`config.mk`:
```
export PLATFORM = sky130hd
export DESIGN_NAME = mmio_hdma_m_flat
export DESIGN_NICKNAME = d
export VERILOG_FILES = /design/src/rtl/gameman_pkg.sv /design/src/rtl/mem_if.sv /design/src/rtl/mmio_hdma_regs_m.sv /design/src/rtl/mmio_hdma_m.sv /design/src/flat_wrapper.sv
export SDC_FILE = /design/constraint.sdc
export NUM_CORES = 1
export LEC_CHECK = 0
export CAP_MARGIN = 20
export CORE_MARGIN = 3
export CORE_UTILIZATION = 45
export DETAILED_ROUTE_END_ITERATION = 8
export PLACE_DENSITY = 0.72
export SYNTH_ARGS = -nofsm -noshare
export SYNTH_HDL_FRONTEND = slang
export SYNTH_SLANG_ARGS = --single-unit
```
`constraint.sdc`:
```
create_clock -name clk -period 3.05 [get_ports clk]
set_clock_uncertainty 0.15 [all_clocks]
set_input_delay 0.915 -clock clk [delete_from_list [all_inputs] [get_ports clk]]
set_output_delay 0.915 -clock clk [all_outputs]
set_load 0.05 [all_outputs]
```
`src/rtl/gameman_pkg.sv`:
```
// gameman_pkg: shared HDMA state encoding and register offsets.
package gameman_pkg;
    typedef enum logic [1:0] {IDLE, WAIT_HBL, RD, WR} hdma_state_t;
    localparam logic [2:0] HDMA1_OFS = 3'd0;
    localparam logic [2:0] HDMA2_OFS = 3'd1;
    localparam logic [2:0] HDMA3_OFS = 3'd2;
    localparam logic [2:0] HDMA4_OFS = 3'd3;
    localparam logic [2:0] HDMA5_OFS = 3'd4;
    localparam logic [15:0] BUS_IDLE = 16'hFFFF;
endpackage

```
`src/rtl/mem_if.sv`:
```
// mem_if: simple byte-wide memory bus shared by the CPU register port and the DMA master.
interface mem_if;
    logic [15:0] addr_select;
    logic        write_enable;
    logic [7:0]  write_value;
    logic [7:0]  read_out;
    modport master(output addr_select, write_enable, write_value, input read_out);
    modport slave(input addr_select, write_enable, write_value, output read_out);
endinterface

```
`src/rtl/mmio_hdma_regs_m.sv`:
```
// mmio_hdma_regs_m: HDMA register decode, write-strobe edge detect and registered read port.
module mmio_hdma_regs_m
    import gameman_pkg::*;
#(
    parameter logic [15:0] BASE_ADDR = 16'hFF51
) (
    input  logic       clk,
    input  logic       rst,
    mem_if.slave       req,
    input  logic [7:0] hdma5_val,
    output logic       wr_stb,
    output logic [2:0] wr_sel,
    output logic [7:0] wr_val
);
    logic        we_q;
    logic [15:0] ofs;
    logic        hit;
    always_comb begin
        ofs    = req.addr_select - BASE_ADDR;
        hit    = ofs < 16'd5;
        wr_sel = ofs[2:0];
        wr_val = req.write_value;
        wr_stb = hit && req.write_enable && !we_q;
    end
    always_ff @(posedge clk or posedge rst) begin
        if (rst) begin
            we_q         <= 1'b0;
            req.read_out <= 8'hFF;
        end else begin
            we_q         <= req.write_enable;
            req.read_out <= (hit && wr_sel == HDMA5_OFS) ? hdma5_val : 8'hFF;
        end
    end
endmodule

```
`src/rtl/mmio_hdma_m.sv`:
```
// mmio_hdma_m: CGB-style HDMA engine copying blocks into the VRAM window,
// either back-to-back (GP) or one block per HBlank.
module mmio_hdma_m
    import gameman_pkg::*;
#(
    parameter logic [15:0] BASE_ADDR    = 16'hFF51,
    parameter int          BLOCK_BYTES  = 16,
    parameter int          LEN_BITS     = 7,
    parameter int          READ_CYCLES  = 2,
    parameter int          WRITE_CYCLES = 1,
    parameter logic [15:0] DST_BASE     = 16'h8000
) (
    input  logic clk,
    input  logic rst,
    mem_if.slave  req,
    mem_if.master dma_req,
    input  logic hblank_start,
    output logic busy
);
    localparam logic [7:0] LOW_MASK = 8'(BLOCK_BYTES - 1);
    localparam logic [7:0] RD_LAST  = 8'(READ_CYCLES - 1);
    localparam logic [7:0] WR_LAST  = 8'(WRITE_CYCLES - 1);
    localparam logic [7:0] BLK_LAST = 8'(BLOCK_BYTES - 1);

    hdma_state_t         state, state_n;
    logic [15:0]         src;
    logic [12:0]         dst;
    logic [LEN_BITS-1:0] len;
    logic [7:0]          cyc, bcnt, data;
    logic                hbl_mode, cancel_pend, cancelled;
    logic                wr_stb;
    logic [2:0]          wr_sel;
    logic [7:0]          wr_val, hdma5_val;
    logic                h5_wr, h5_cancel, rd_done, byte_done, blk_end, last_blk, stop_hbl;

    mmio_hdma_regs_m #(.BASE_ADDR(BASE_ADDR)) u_regs (
        .clk(clk),
        .rst(rst),
        .req(req),
        .hdma5_val(hdma5_val),
        .wr_stb(wr_stb),
        .wr_sel(wr_sel),
        .wr_val(wr_val)
    );

    always_comb begin
        h5_wr     = wr_stb && wr_sel == HDMA5_OFS;
        h5_cancel = h5_wr && !wr_val[7] && hbl_mode && state != IDLE;
        rd_done   = state == RD && cyc == RD_LAST;
        byte_done = state == WR && cyc == WR_LAST;
        blk_end   = byte_done && bcnt == BLK_LAST;
        last_blk  = len == '0;
        stop_hbl  = cancel_pend || h5_cancel;
        state_n   = state;
        case (state)
            IDLE:     if (h5_wr) state_n = wr_val[7] ? WAIT_HBL : RD;
            WAIT_HBL: state_n = h5_cancel ? IDLE : hblank_start ? RD : WAIT_HBL;
            RD:       if (rd_done) state_n = WR;
            WR:       if (byte_done) state_n = !blk_end ? RD : last_blk ? IDLE :
                                               !hbl_mode ? RD : stop_hbl ? IDLE : WAIT_HBL;
            default:  state_n = IDLE;
        endcase
        busy                 = state == RD || state == WR;
        dma_req.addr_select  = state == RD ? src : state == WR ? DST_BASE + {3'b000, dst} : BUS_IDLE;
        dma_req.write_enable = state == WR;
        dma_req.write_value  = data;
        hdma5_val            = state != IDLE ? {1'b0, 7'(len)} : cancelled ? {1'b1, 7'(len)} : 8'hFF;
    end

    always_ff @(posedge clk or posedge rst) begin
        if (rst) state <= IDLE;
        else     state <= state_n;
    end

    // Address registers only accept writes while idle; HDMA5 in idle arms a new transfer.
    always_ff @(posedge clk or posedge rst) begin
        if (rst) begin
            src         <= '0;
            dst         <= '0;
            len         <= '0;
            cyc         <= '0;
            bcnt        <= '0;
            data        <= '0;
            hbl_mode    <= 1'b0;
            cancel_pend <= 1'b0;
            cancelled   <= 1'b0;
        end else begin
            cyc <= state_n == state ? cyc + 8'd1 : 8'd0;
            if (state == IDLE && wr_stb) begin
                if (wr_sel == HDMA1_OFS) src[15:8] <= wr_val;
                if (wr_sel == HDMA2_OFS) src[7:0]  <= wr_val & ~LOW_MASK;
                if (wr_sel == HDMA3_OFS) dst[12:8] <= wr_val[4:0];
                if (wr_sel == HDMA4_OFS) dst[7:0]  <= wr_val & ~LOW_MASK;
                if (wr_sel == HDMA5_OFS) begin
                    len         <= wr_val[LEN_BITS-1:0];
                    hbl_mode    <= wr_val[7];
                    cancel_pend <= 1'b0;
                    cancelled   <= 1'b0;
                    bcnt        <= '0;
                end
            end
            if (rd_done) data <= dma_req.read_out;
            if (byte_done) begin
                src  <= src + 16'd1;
                dst  <= dst + 13'd1;
                bcnt <= blk_end ? 8'd0 : bcnt + 8'd1;
            end
            if (h5_cancel && state != WAIT_HBL) cancel_pend <= 1'b1;
            if (blk_end) len <= len - 1'b1;
            if ((state == WAIT_HBL && h5_cancel) || (blk_end && !last_blk && hbl_mode && stop_hbl))
                cancelled <= 1'b1;
        end
    end
endmodule

```
`src/flat_wrapper.sv`:
```
// flat-port wrapper written by rule: the top's interface ports become plain ports
module mmio_hdma_m_flat import gameman_pkg::*;
#(
    parameter logic [15:0] BASE_ADDR    = 16'hFF51,
    parameter int          BLOCK_BYTES  = 16,
    parameter int          LEN_BITS     = 7,
    parameter int          READ_CYCLES  = 2,
    parameter int          WRITE_CYCLES = 1,
    parameter logic [15:0] DST_BASE     = 16'h8000
)
  (clk, rst, hblank_start, busy, req_addr_select, req_write_enable, req_write_value, req_read_out, dma_req_addr_select, dma_req_write_enable, dma_req_write_value, dma_req_read_out);
  mem_if req_i ();
  mem_if dma_req_i ();
  input  logic clk;
  input  logic rst;
  input  logic hblank_start;
  output logic busy;
  input wire logic [$bits(req_i.addr_select)-1:0] req_addr_select;
  input wire logic [$bits(req_i.write_enable)-1:0] req_write_enable;
  input wire logic [$bits(req_i.write_value)-1:0] req_write_value;
  output wire logic [$bits(req_i.read_out)-1:0] req_read_out;
  output wire logic [$bits(dma_req_i.addr_select)-1:0] dma_req_addr_select;
  output wire logic [$bits(dma_req_i.write_enable)-1:0] dma_req_write_enable;
  output wire logic [$bits(dma_req_i.write_value)-1:0] dma_req_write_value;
  input wire logic [$bits(dma_req_i.read_out)-1:0] dma_req_read_out;
  assign req_i.addr_select = req_addr_select;
  assign req_i.write_enable = req_write_enable;
  assign req_i.write_value = req_write_value;
  assign req_read_out = req_i.read_out;
  assign dma_req_addr_select = dma_req_i.addr_select;
  assign dma_req_write_enable = dma_req_i.write_enable;
  assign dma_req_write_value = dma_req_i.write_value;
  assign dma_req_i.read_out = dma_req_read_out;
  mmio_hdma_m #(.BASE_ADDR(BASE_ADDR), .BLOCK_BYTES(BLOCK_BYTES), .LEN_BITS(LEN_BITS), .READ_CYCLES(READ_CYCLES), .WRITE_CYCLES(WRITE_CYCLES), .DST_BASE(DST_BASE)) u_core (.clk(clk), .rst(rst), .req(req_i), .dma_req(dma_req_i), .hblank_start(hblank_start), .busy(busy));
endmodule
```
* After elaboration in Yosys (flattened, before gate mapping)
Cells that the tools add are included.
** Operators by class
- Add/sub/neg operators :: 7
- Order comparisons :: 1
- Equality and inequality tests :: 11
- Multiplexer cells :: 36
- Reductions and logical operators :: 48
** Operator list (count)
- $mux W8 :: 10
- $mux W16 :: 4
- $mux W7 :: 4
- $mux W13 :: 2
- $reduce_bool A2 Y1 :: 13
- $mux W2 :: 9
- $reduce_and A2 Y1 :: 9
- $add A16 B1 Y16 const B :: 1
- $add A16 B13 Y16 const A :: 1
- $add A8 B1 Y8 const B :: 2
- $logic_and A1 B1 Y1 :: 16
- $lt A16 B3 Y1 const B :: 1
- $sub A16 B16 Y16 const B :: 1
- $add A13 B1 Y13 const B :: 1
- $eq A8 B1 Y1 const B :: 1
- $eq A8 B4 Y1 const B :: 1
- $logic_not A8 Y1 :: 1
- $pmux W2 S4 :: 1
- $logic_not A7 Y1 :: 1
- $sub A7 B1 Y7 const B :: 1
- $eq A3 B2 Y1 const B :: 2
- $mux W1 :: 5
- $mux W5 :: 1
- $eq A2 B2 Y1 const B :: 2
- other kinds (9) :: 13
** Storage, ports and cells
- Flip-flop bits (word level) :: 74
- Input bits :: 36
- Output and inout port bits :: 34
- Word-level logic and storage cells :: 117

* Longest topological paths before layout
Gate-level depths: netlist of run 1.
- Depth in word-level cells :: 17
- Mapped depth :: 10
- Gate-level depth less buffers :: 9

* Hierarchy
A second synthesis of run 1 with hierarchy kept.
** Second synthesis, totals
- Cells, all modules :: 510
- Area total of the unflattened synthesis :: 4675.7 um^2
** Modules (own cells, without submodules)
- mmio_hdma_m :: times used 1, cells each 414, area an instance 3833.7 um^2, seq. area each 1626.6 um^2
- mmio_hdma_regs_m :: times used 1, cells each 96, area an instance 842.1 um^2, seq. area each 235.2 um^2

* Least setup slack after synthesis of run 1
Ideal clock, no wire load.
- Path type :: flip-flop to output port
- Start :: register u_core.state[0]
- End :: output port dma_req_addr_select[13]
- Arrival :: 2.103 ns
- Required time :: 1.985 ns
- Slack :: -0.118 ns
- Stages on the path, launching flop included :: 4
- Path buffers :: 2
- Path through :: dfrtp_1 buf_1 buf_1 o21ai_0
** Between the ends
- Word-level cells in the longest chain between the ends :: 3
- Elaborated cells on any way between the ends :: 4
- Classes of those cells :: eq/ne: 2; mux: 2
** RTL lines
- start, declared :: line mmio_hdma_m.sv:25 : hdma_state_t state, state_n;
- start signal, assigned :: line mmio_hdma_m.sv:72 : else state <= state_n;
- $eq A2 B2 Y1 :: line mmio_hdma_m.sv:64 : dma_req.addr_select = state == RD ? src : state == WR ? DST_BASE + {3'b000, dst} : BUS_IDLE;
- $mux W16 :: line mmio_hdma_m.sv:64
- $mux W16 (*) :: line mmio_hdma_m.sv:64
- end, declared :: line flat_wrapper.sv:22 : output wire logic [$bits(dma_req_i.addr_select)-1:0] dma_req_addr_select;
Every way passes the cells marked *; elsewhere a longest branch is shown, timed or not.

* Worst setup path in the final report of run 1
- Start :: input port req_addr_select[10]
- End :: register u_core.cyc[2]
** Between the ends
- Word-level cells in the longest chain between the ends :: 17
- Elaborated cells on any way between the ends :: 19
- Classes of those cells :: add/sub: 1; order compare: 1; eq/ne: 1; mux: 9; reduce/logical: 7
** RTL lines
- start, declared :: line flat_wrapper.sv:18 : input wire logic [$bits(req_i.addr_select)-1:0] req_addr_select;
- $sub A16 B16 Y16 (*) :: line mmio_hdma_regs_m.sv:19 : ofs = req.addr_select - BASE_ADDR;
- $lt A16 B3 Y1 (*) :: line mmio_hdma_regs_m.sv:20 : hit = ofs < 16'd5;
- $logic_and A1 B1 Y1 (*) (2 in a row) :: line mmio_hdma_regs_m.sv:23 : wr_stb = hit && req.write_enable && !we_q;
- $logic_and A1 B1 Y1 (*) :: line mmio_hdma_m.sv:47 : h5_wr = wr_stb && wr_sel == HDMA5_OFS;
- $logic_and A1 B1 Y1 (3 in a row) :: line mmio_hdma_m.sv:48 : h5_cancel = h5_wr && !wr_val[7] && hbl_mode && state != IDLE;
- $logic_or A1 B1 Y1 :: line mmio_hdma_m.sv:53 : stop_hbl = cancel_pend || h5_cancel;
- $mux W1 :: line mmio_hdma_m.sv:60 : !hbl_mode ? RD : stop_hbl ? IDLE : WAIT_HBL;
- $mux W2 :: line mmio_hdma_m.sv:60
- $mux W2 (3 in a row) :: line mmio_hdma_m.sv:59 : WR: if (byte_done) state_n = !blk_end ? RD : last_blk ? IDLE :
- $pmux W2 S4 (*) :: line mmio_hdma_m.sv:55 : case (state)
- $eq A2 B2 Y1 (*) :: line mmio_hdma_m.sv:88 : cyc <= state_n == state ? cyc + 8'd1 : 8'd0;
- $mux W8 (*) :: line mmio_hdma_m.sv:88
- end signal, assigned :: line mmio_hdma_m.sv:88
- end, declared :: line mmio_hdma_m.sv:29 : logic [7:0] cyc, bcnt, data;
Marked as above.
A chain may end at the register's enable or synchronous reset.

==> results of run 1 <==
-- through the flow --
stage	cells	worst slack (ps)	utilization, %	TNS, ps	total power, mW
finish	739	-34.3	64.9	-34.3	1.92
global route	739	-89.1	64.9	-239	1.98
CTS	734	-0.352	63.7	-0.352	1.92
detailed placement	716	-649	60.7	-28270	1.19
global placement	716	-525	60.7	-24690	1.18
floorplan	489	-118	-	-235	1.07
-- Yosys cell counts, drive strengths merged, types with 2 or more instances --
cell type   n
a22o        3
dfrtp      66
o21a        5
buf         8
xnor2       6
o22ai       2
dfstp       8
o211ai      2
and2        4
ha          9
o21ai      33
nor3b       2
nor4        5
mux2       11
o211a       4
a31oi      11
nand4      13
o31ai       7
clkbuf      9
mux2i      14
o221ai      3
a21o        2
o21bai      6
nor2       53
nand2      61
a21oi      15
a211oi      4
inv        19
xor2        8
nor3       20
nand3      29
and4        5
nand2b      8
o221a       3
or3         6
and3       10
-- path summary, 6_finish.rpt --
kind                                                  to
min                        u_core.dma_req.write_value[3]
max reg2reg                                u_core.cyc[2]
min reg2reg                u_core.dma_req.write_value[3]
max in group asynchronous  u_core.u_regs.req.read_out[7]
max                                        u_core.cyc[2]
min in group asynchronous                 u_core.src[10]
-- flip-flops by register name, indices dropped and copies added (netlist names) --
name	cells
u_core.cancelled	1
u_core.dma_req.write_value	8
u_core.hbl_mode	1
u_core.u_regs.req.read_out	8
u_core.dst	13
u_core.cancel_pend	1
u_core.len	7
u_core.src	16
u_core.state	2
u_core.bcnt	8
u_core.u_regs.we_q	1
u_core.cyc	8
-- critical path: stages --
cell and delay [ps]:
clkdlybuf4s50_1 440, buf_4 170, nor2_1 120, nor2_1 60, a21oi_2 240, nand2_2 110
buf_4 150, o41ai_4 350, buf_4 180, o221ai_4 180, nor3_1 270
-- power by group --
| part | switching [mW] | internal, mW | leakage [nW] |
|---|---|---|---|
| Clock | 0.381 | 0.360 | 0.0944 |
| Combinational | 0.0995 | 0.0888 | 1.62 |
| Sequential | 0.00278 | 0.987 | 0.908 |
-- what timing repair did --
item | 4_1_cts | 5_1_grt
gates resized for setup | 18 | 27
endpoints found under the hold margin | 0 | 0
endpoints found under the setup margin | 46 | 51
hold buffers | 0 | 0
buffers inserted | 2 | 5
pin swaps | 5 | 14
-- metal layers --
layer	track usage (%)	wire length [µm]
met5	0	0
met4	8.90	313
met3	3.89	792
met2	38.5	6400
met1	31.0	5340
-- cell type report --
cell class	count	area [µm²]	share of cell area [%]
clock buffers	12	165	2.72
clock inverters	4	25.0	0.412
inverters	19	71.3	1.17
multi-input cells	379	2540	41.8
flip-flops and latches	74	1860	30.6
well taps	129	161	2.65
repair buffers	122	1250	20.6
-- kinds of logic (layout without fill, tap and decap cells) --
family                   Yosys count  in the layout
AND/OR/NAND/NOR                  222            222
adder cells (fa/ha/maj)            9              9
XOR/XNOR                          14             14
buffers and inverters             36            157
flip-flops                        74             74
multiplexers                      25             25
AO/OA/AOI/OAI                    109            109
==> results.tsv, run 1 <==
stage	metric	value	unit
synthesis	avgSynthCellArea	8.97	µm²
min_path	min_from	u_core.dma_req.write_value[3]	
global_route	overflow	0	
final_layout	diodes	0	
floorplanning	die_w	105	µm
clocking	cts-root-buf	clkbuf_8	
timing	max_slew_margin	60.0	%
synthesis	synth_top_family_by_area	simple AND/OR/NAND/NOR gates	
critical_path	crit_required	3150	ps
clocking	cts_sinks	74	
power	p_leak	2.62	nW
synthesis	synth-xor-area-share	2.97	%
critical_path	cp_max_fo	8	
critical_path	critPathKind	in -> reg	
timing	setup_viol	1	
floorplanning	die_area	11000	µm²
place	dp_hpwl	9.47	mm
timing	fin_ws	-34.3	ps
place	gp_congestion	0.927	
drt	post_drt_via_cell_ratio	5.78	
floorplanning	die-height	105	µm
drt	wl_per_cell	17.4	µm
critical_path	rr_startpoint	u_core.bcnt[4]	
global_route	grt_pass1_vias	4264	
timing	timing.final.crit_period	3080	ps
critical_path	r2r_slack	330	ps
global_route	antenna_found_initial	0	
synthesis	ys_warn_count	0	
drt	drc	0	
critical_path	start_kind	input pin	
timing	tightest_slew	594	ps
drt	wl	12.9	mm
synthesis	synth_area	4390	µm²
drt	routed-via-count	4272	
synthesis	yosys.area_share.simple	25.2	%
critical_path	cp-end-kind	register	
synthesis	synthMuxAreaShare	6.02	%
power	p_per_area	316	nW/µm²
final_layout	layout-drive-gt1-share	24.9	%
synthesis	seq_area_frac_synth	42.4	%
timing	rsz0062_at_grt	true	
timing	report.final.slew_viol_count	0	
synthesis	synth_adder_area_share	2.57	%
synthesis	synth_edf_count	0	
synthesis	synthCells	489	
synthesis	synth_top_area_cell	dfrtp_1	
min_path	hold_class	reg -> reg	
final_layout	final_cell_mix	66 x dfrtp_1, 58 x nand2_1, 54 x buf_4, 52 x nor2_1, 41 x clkdlybuf4s50_1	
synthesis	synthFlopType	dfrtp_1	
timing	finalCritPeriodShare	101	%
drt	dr.pass1.iters	5	
synthesis	synthesis.nets	534	
final_layout	nFillCells	781	
synthesis	async_reset_ff_share	100	%
status	run_status	finished, violations left	
final_layout	design_area	6080	µm²
drt	final_antenna_net_count	0	
global_route	grt_max_degree	28	
job	maxCapViolations	0	
min_path	hold_depth	1	
global_route	grt_first_pass_wirelength	21.0	mm
place	placed_area	5690	µm²
synthesis	synth_compound_area_share	17.5	%
final_layout	syn_to_final_growth	38.6	%
critical_path	rr_worst_depth	7	
floorplanning	fp-row-count	35	
drt	drt_iter0_drc	229	
floorplanning	fp.coreArea	9370	µm²
clocking	worstSkewPairLatency	350	ps
timing	hold_viol	0	
status	violations	setup timing	
clocking	clk_path_buf_depth	2	
critical_path	cp.arrival	3190	ps
synthesis	synthDistinctLibCells	61	
final_layout	layout_commonest_cell	dfrtp_1	
global_route	grt_usage	23.4	%
clocking	clk_pin_slew	80	ps
floorplanning	start_util	46.8	%
clocking	tritoncts	done	
clocking	cts-htree-levels	3	
power	peakVddDrop	0.000259	V
timing	holdWs	358	ps
synthesis	synth_top_cell_area_share	37.6	%
synthesis	ys_top_cells_by_area	dfrtp_1 38%, nand2_1 5.1%, dfstp_2 4.8%	
critical_path	cp-startpoint	req_addr_select[10]	
synthesis	synth-seq-cells	74	
timing	max_freq	324	MHz
clocking	cts_buffers	9	
place	port-buffer-count	69	
final_layout	final_net_count	650	
floorplanning	io-pin-count	70	
Power figures use the tool's default switching activity.
==> inputs of run 2 (changes only) <==
PLACE_DENSITY = 0.75   (was 0.72)
clock period = 2.6 ns   (was 3.05 ns; I/O delays follow)
==> results.tsv, run 2 (same netlist as run 1, synthesis figures left out) <==
stage	metric	value	unit
drt	dr.pass1.iters	5	
clocking	worstSkewPairLatency	360	ps
final_layout	final_net_count	665	
final_layout	top_register	u_core.src	
place	dp_cells	725	
power	peakVddDrop	0.000247	V
final_layout	final_cell_mix	65 x dfrtp_1, 57 x nand2_1, 57 x buf_4, 50 x nor2_1, 28 x clkdlybuf4s50_1	
critical_path	path_common_cell	buf_4	
power	switchingPower	0.597	mW
timing	max_freq	372	MHz
clocking	tritoncts	done	
floorplanning	fp-row-count	35	
clocking	cts_hold_buf	0	
job	maxCapViolations	0	
power	comb_power_share	10.4	%
timing	fin_ws	-90.8	ps
final_layout	syn_to_final_growth	46.0	%
power	p_sw_share	25.8	%
final_layout	design_area	6400	µm²
global_route	antenna_found_initial	0	
place	port-buffer-count	69	
clocking	cts_sinks	74	
power	fin_total_pwr	2.31	mW
global_route	grt_max_degree	24	
timing	timing.final.crit_period	2690	ps
critical_path	start_kind	input pin	
critical_path	critPathKind	in -> reg	
final_layout	layout_commonest_cell	dfrtp_1	
status	violations	setup timing	
drt	wl	13.9	mm
timing	holdWs	367	ps
critical_path	crit_family	buffers and inverters	
floorplanning	start_util	46.8	%
final_layout	layoutNonFillerInstCount	754	
power	clockPowerShare	39.3	%
final_layout	regArea	1860	µm²
floorplanning	die_area	11000	µm²
final_layout	diodes	0	
floorplanning	io-pin-count	70	
global_route	grt_pass1_vias	4450	
global_route	grt_first_pass_wirelength	22.1	mm
critical_path	cp-end-kind	register	
timing	tightest_slew	550	ps
critical_path	crit_buf_inv	4	
power	p_leak	2.72	nW
drt	post_drt_via_cell_ratio	5.87	
global_route	overflow	0	
critical_path	cp_slowest_stage_delay	480	ps
status	run_status	finished, violations left	
power	p_int	1.71	mW
power	p_seq_share	50.2	%
clocking	cts-root-buf	clkbuf_8	
drt	drc	0	
place	gp_congestion	0.927	
timing	report.final.slew_viol_count	0	
final_layout	layout-drive-gt1-share	30.9	%
power	p_per_area	361	nW/µm²
clocking	cts_buffers	9	
timing	finalCritPeriodShare	103	%
min_path	hold_class	reg -> reg	
final_layout	nFillCells	734	
place	dp_hpwl	9.49	mm
drt	routed-via-count	4425	
final_layout	multi_input_area	2680	µm²
clocking	clk_path_buf_depth	2	
critical_path	critPathSlowestCell	clkdlybuf4s50_1	
timing	hold_viol	0	
floorplanning	die-height	105	µm
critical_path	cp_max_fo	8	
drt	drt_iter0_drc	306	
place	placed_area	5840	µm²
timing	max_slew_margin	63.3	%
timing	rsz0062_at_grt	true	
clocking	cts-htree-levels	3	
drt	final_antenna_net_count	0	
timing	setup_viol	14	
final_layout	reg_top3	u_core.src: 16 flops, u_core.dst: 13 flops	
global_route	grt_usage	24.9	%
floorplanning	fp.coreArea	9370	µm²
drt	wl_per_cell	18.5	µm
final_layout	largest_reg_flops	16	
floorplanning	die_w	105	µm
critical_path	crit_required	2730	ps
clocking	clk_pin_slew	80	ps
critical_path	cp.arrival	2820	ps
critical_path	crit_chain	clkdlybuf4s50_1 > nand2b_1 > buf_4 > or3_4 > o41ai_4 > buf_4 > a31oi_4 > buf_12 > nor3b_2	
run 2: cell count changes in the layout (fill, tap and decap cells not counted), sizes merged:
cell	before	now
clkbuf	15	13
clkdlybuf4s15	0	2
buf	71	93
dlymetal6s2s	6	0
clkdlybuf4s50	41	28
bufinv	0	1
clkinv	2	1
clkinvlp	2	4
dlygate4sd2	1	11
run 2: worst reg2reg max path: stages, from the launching register on:
cell and delay, ps:
dfrtp_1 430, nor4_2 400, and4_1 270, nand3_1 110
o22ai_1 340, o41ai_4 140, buf_4 180, a31oi_4 200
buf_12 160, nor3b_2 60
run 2: area by class of cell:
class / instances / share of cell area (%)
repair buffers: 137 / 22.3
inverters: 19 / 1.17
flip-flops and latches: 74 / 29.1
clock buffers: 10 / 1.99
well taps: 129 / 2.52
multi-input cells: 379 / 41.9
clock inverters: 6 / 1.04
run 2: worst paths after layout:
path | from | to | slack (ps) | cells past startpoint
max reg2reg | u_core.cyc[3] | u_core.cyc[1] | 60 | 9
max | req_write_enable | u_core.cyc[1] | -90 | 9
max in group asynchronous | rst | u_core.state[1] | 1090 | 3
min reg2reg | u_core.dma_req.write_value[7] | u_core.dma_req.write_value[7] | 370 | 1
min | u_core.dma_req.write_value[7] | u_core.dma_req.write_value[7] | 370 | 1
min in group asynchronous | rst | u_core.bcnt[5] | 670 | 2
run 2: per-layer routing:
layer | wire [µm] | vias to the layer above | share of wire [%] | global-route usage [%]
li1 | - | 2047 | - | -
met3 | 798 | 44 | 5.7 | 5.56
met4 | 505 | 0 | 3.6 | 11.8
met5 | 0 | - | 0 | 0
met2 | 6960 | 197 | 50 | 42.1
met1 | 5670 | 2137 | 41 | 30.1
run 2: timing repair:
action,4_1_cts,5_1_grt
pin swaps,22,29
setup endpoints to repair,69,60
gates resized for setup,64,46
setup buffers,10,3
run 2: through the flow:
stage	setup TNS (ps)	setup slack [ps]	util, %
after floorplan	-1870	-198	-
after global routing	-1780	-150	68.3
after detailed placement	-46440	-853	62.3
after global placement	-42890	-775	62.3
final	-685	-90.8	68.3
after CTS	-1170	-120	66.6
run 2: power by group through the flow:
| stage | Clock (mW) | Sequential [mW] | Combinational, mW |
|---|---|---|---|
| after floorplan | 0 | 1.21 | 0.0623 |
| after global placement | 0 | 1.18 | 0.216 |
| after detailed placement | 0 | 1.18 | 0.219 |
| after CTS | 0.917 | 1.16 | 0.229 |
| after global routing | 0.966 | 1.16 | 0.256 |
| final | 0.909 | 1.16 | 0.241 |
==> inputs of run 3 (changes only) <==
CTS_CLUSTER_SIZE = 12   (was unset)
SETUP_SLACK_MARGIN = 0.05   (was unset)
==> results.tsv, run 3 (same netlist as run 1, synthesis figures left out) <==
stage	metric	value	unit
critical_path	critPathKind	in -> reg	
drt	drc	0	
timing	timing.final.crit_period	2740	ps
timing	fin_ws	-135	ps
job	maxCapViolations	0	
min_path	hold_depth	1	
critical_path	rr_worst_depth	10	
clocking	tritoncts	done	
clocking	cts-root-buf	clkbuf_8	
min_path	hold_class	reg -> reg	
clocking	clk_path_buf_depth	2	
critical_path	cp.arrival	2820	ps
timing	setup_viol	28	
critical_path	cp_slowest_stage_delay	530	ps
place	dp_hpwl	9.44	mm
critical_path	crit_family	simple AND/OR/NAND/NOR gates	
final_layout	largest_reg_flops	16	
floorplanning	die_w	105	µm
global_route	grt_pass1_vias	4559	
place	port-buffer-count	69	
final_layout	diodes	0	
floorplanning	fp-row-count	35	
min_path	hold-path-endpoint	u_core.src[15]	
critical_path	crit_required	2680	ps
status	violations	setup timing	
critical_path	start_kind	input pin	
global_route	overflow	0	
timing	finalCritPeriodShare	105	%
drt	wl_per_cell	19.4	µm
critical_path	crit_buf_inv	2	
drt	wl	14.8	mm
drt	drt_iter0_drc	514	
final_layout	layout_commonest_cell	dfrtp_1	
status	run_status	finished, violations left	
clocking	cts_buffers	9	
global_route	gr-usage-met3	6.18	%
critical_path	critPathSlowestCell	or4b_4	
timing	tightest_slew	533	ps
drt	post_drt_via_cell_ratio	6.04	
power	peakVddDrop	0.000241	V
final_layout	layout-drive-gt1-share	33.8	%
global_route	grtUsageMet2	42.9	%
timing	report.final.slew_viol_count	0	
clocking	cts-htree-levels	3	
critical_path	r2r_slack	40	ps
final_layout	multi_input_area	2760	µm²
drt	routed-via-count	4587	
critical_path	cp_max_fo	4	
floorplanning	die_area	11000	µm²
floorplanning	fp.coreArea	9370	µm²
timing	rsz0062_at_grt	true	
drt	dr.pass1.iters	5	
floorplanning	io-pin-count	70	
power	p_leak	2.78	nW
clocking	clk_pin_slew	80	ps
critical_path	rr_startpoint	u_core.cyc[3]	
global_route	top_usage_layer	met2	
global_route	grt_first_pass_wirelength	22.7	mm
global_route	antenna_found_initial	0	
critical_path	crit_chain	buf_8 > nor4_4 > o22ai_2 > xnor2_2 > buf_4 > and4_4 > nand2_2 > or4b_4 > o211a_1	
floorplanning	start_util	46.8	%
power	p_per_area	383	nW/µm²
place	gp_congestion	0.923	
critical_path	cp-end-kind	register	
min_path	min_from	u_core.src[15]	
timing	tns	-1950	ps
timing	hold_viol	0	
power	fin_total_pwr	2.53	mW
critical_path	crit_cells	9	
drt	final_antenna_net_count	0	
final_layout	syn_to_final_growth	50.9	%
final_layout	final_net_count	671	
timing	max_freq	366	MHz
clocking	worstSkewPairLatency	350	ps
final_layout	top_register	u_core.src	
timing	max_slew_margin	64.3	%
global_route	grt_max_degree	34	
critical_path	r2r-end	u_core.cyc[0]	
final_layout	reg_top3	u_core.src: 16 flops, u_core.dst: 13 flops	
global_route	grt_usage	25.4	%
final_layout	finish.utilization	70.6	%
final_layout	nFillCells	664	
global_route	globalRouteMet1Util	32.1	%
floorplanning	die-height	105	µm
final_layout	regArea	1860	µm²
final_layout	final_cell_mix	66 x dfrtp_1, 64 x buf_4, 53 x nand2_1, 51 x nor2_1, 27 x clkdlybuf4s50_1	
clocking	cts_sinks	74	
==> run 3: routing by layer <==
| layer | vias up | share of wire (%) |
|---|---|---|
| li1 | 2051 | - |
| met1 | 2247 | 39 |
| met2 | 237 | 50 |
| met3 | 52 | 7.3 |
| met4 | 0 | 4.2 |
| met5 | - | 0 |
==> run 3: stage by stage <==
| stage | area [µm²] | setup slack, ps | std cells | hold WS (ps) |
|---|---|---|---|---|
| 3_5_place_dp | 5870 | -877 | 723 | 330 |
| 4_1_cts | 6390 | -1.94 | 757 | 346 |
| 2_1_floorplan | 4510 | -198 | 489 | 294 |
| 5_1_grt | 6620 | -187 | 760 | 382 |
| 3_3_place_gp | 5870 | -803 | 723 | 320 |
| 6_report | 6620 | -135 | 760 | 349 |
==> run 3: where the power goes <==
group / switching [mW] / internal [mW]
logic: 0.134 / 0.115
registers: 0.00373 / 1.16
clock network: 0.457 / 0.667
total: 0.595 / 1.94
==> run 3: worst register-to-register path: stages, from the launching register on <==
cell	delay (ps)
dfrtp_1	420
nor4_2	290
buf_4	180
and4_1	220
nand3_1	160
o22ai_2	290
o41ai_4	110
buf_4	170
a31oi_4	220
buf_12	170
nor3_2	60
==> run 3: final cells by class <==
class	count	area share (%)
Multi-Input combinational cell	379	41.7
Sequential cell	74	28.1
Timing Repair Buffer	143	22.9
Tap cell	129	2.44
Clock buffer	12	2.19
Clock inverter	4	1.49
Inverter	19	1.13
==> run 3: how the worst max path moves through the flow <==
stage	start	to
global route	req_addr_select[0]	u_core.src[13]
detailed placement	req_addr_select[1]	u_core.cyc[2]
CTS	req_addr_select[1]	u_core.cyc[7]
global placement	req_addr_select[1]	u_core.dst[6]
finish	req_addr_select[0]	u_core.src[5]
floorplan	req_addr_select[3]	u_core.src[5]
==> run 3: repair_timing <==
item                       4_1_cts  5_1_grt
hold buffers                     0        0
setup endpoints to repair       68       52
buffers inserted                18        4
pin swaps                       24       19
gates resized for setup         75       65
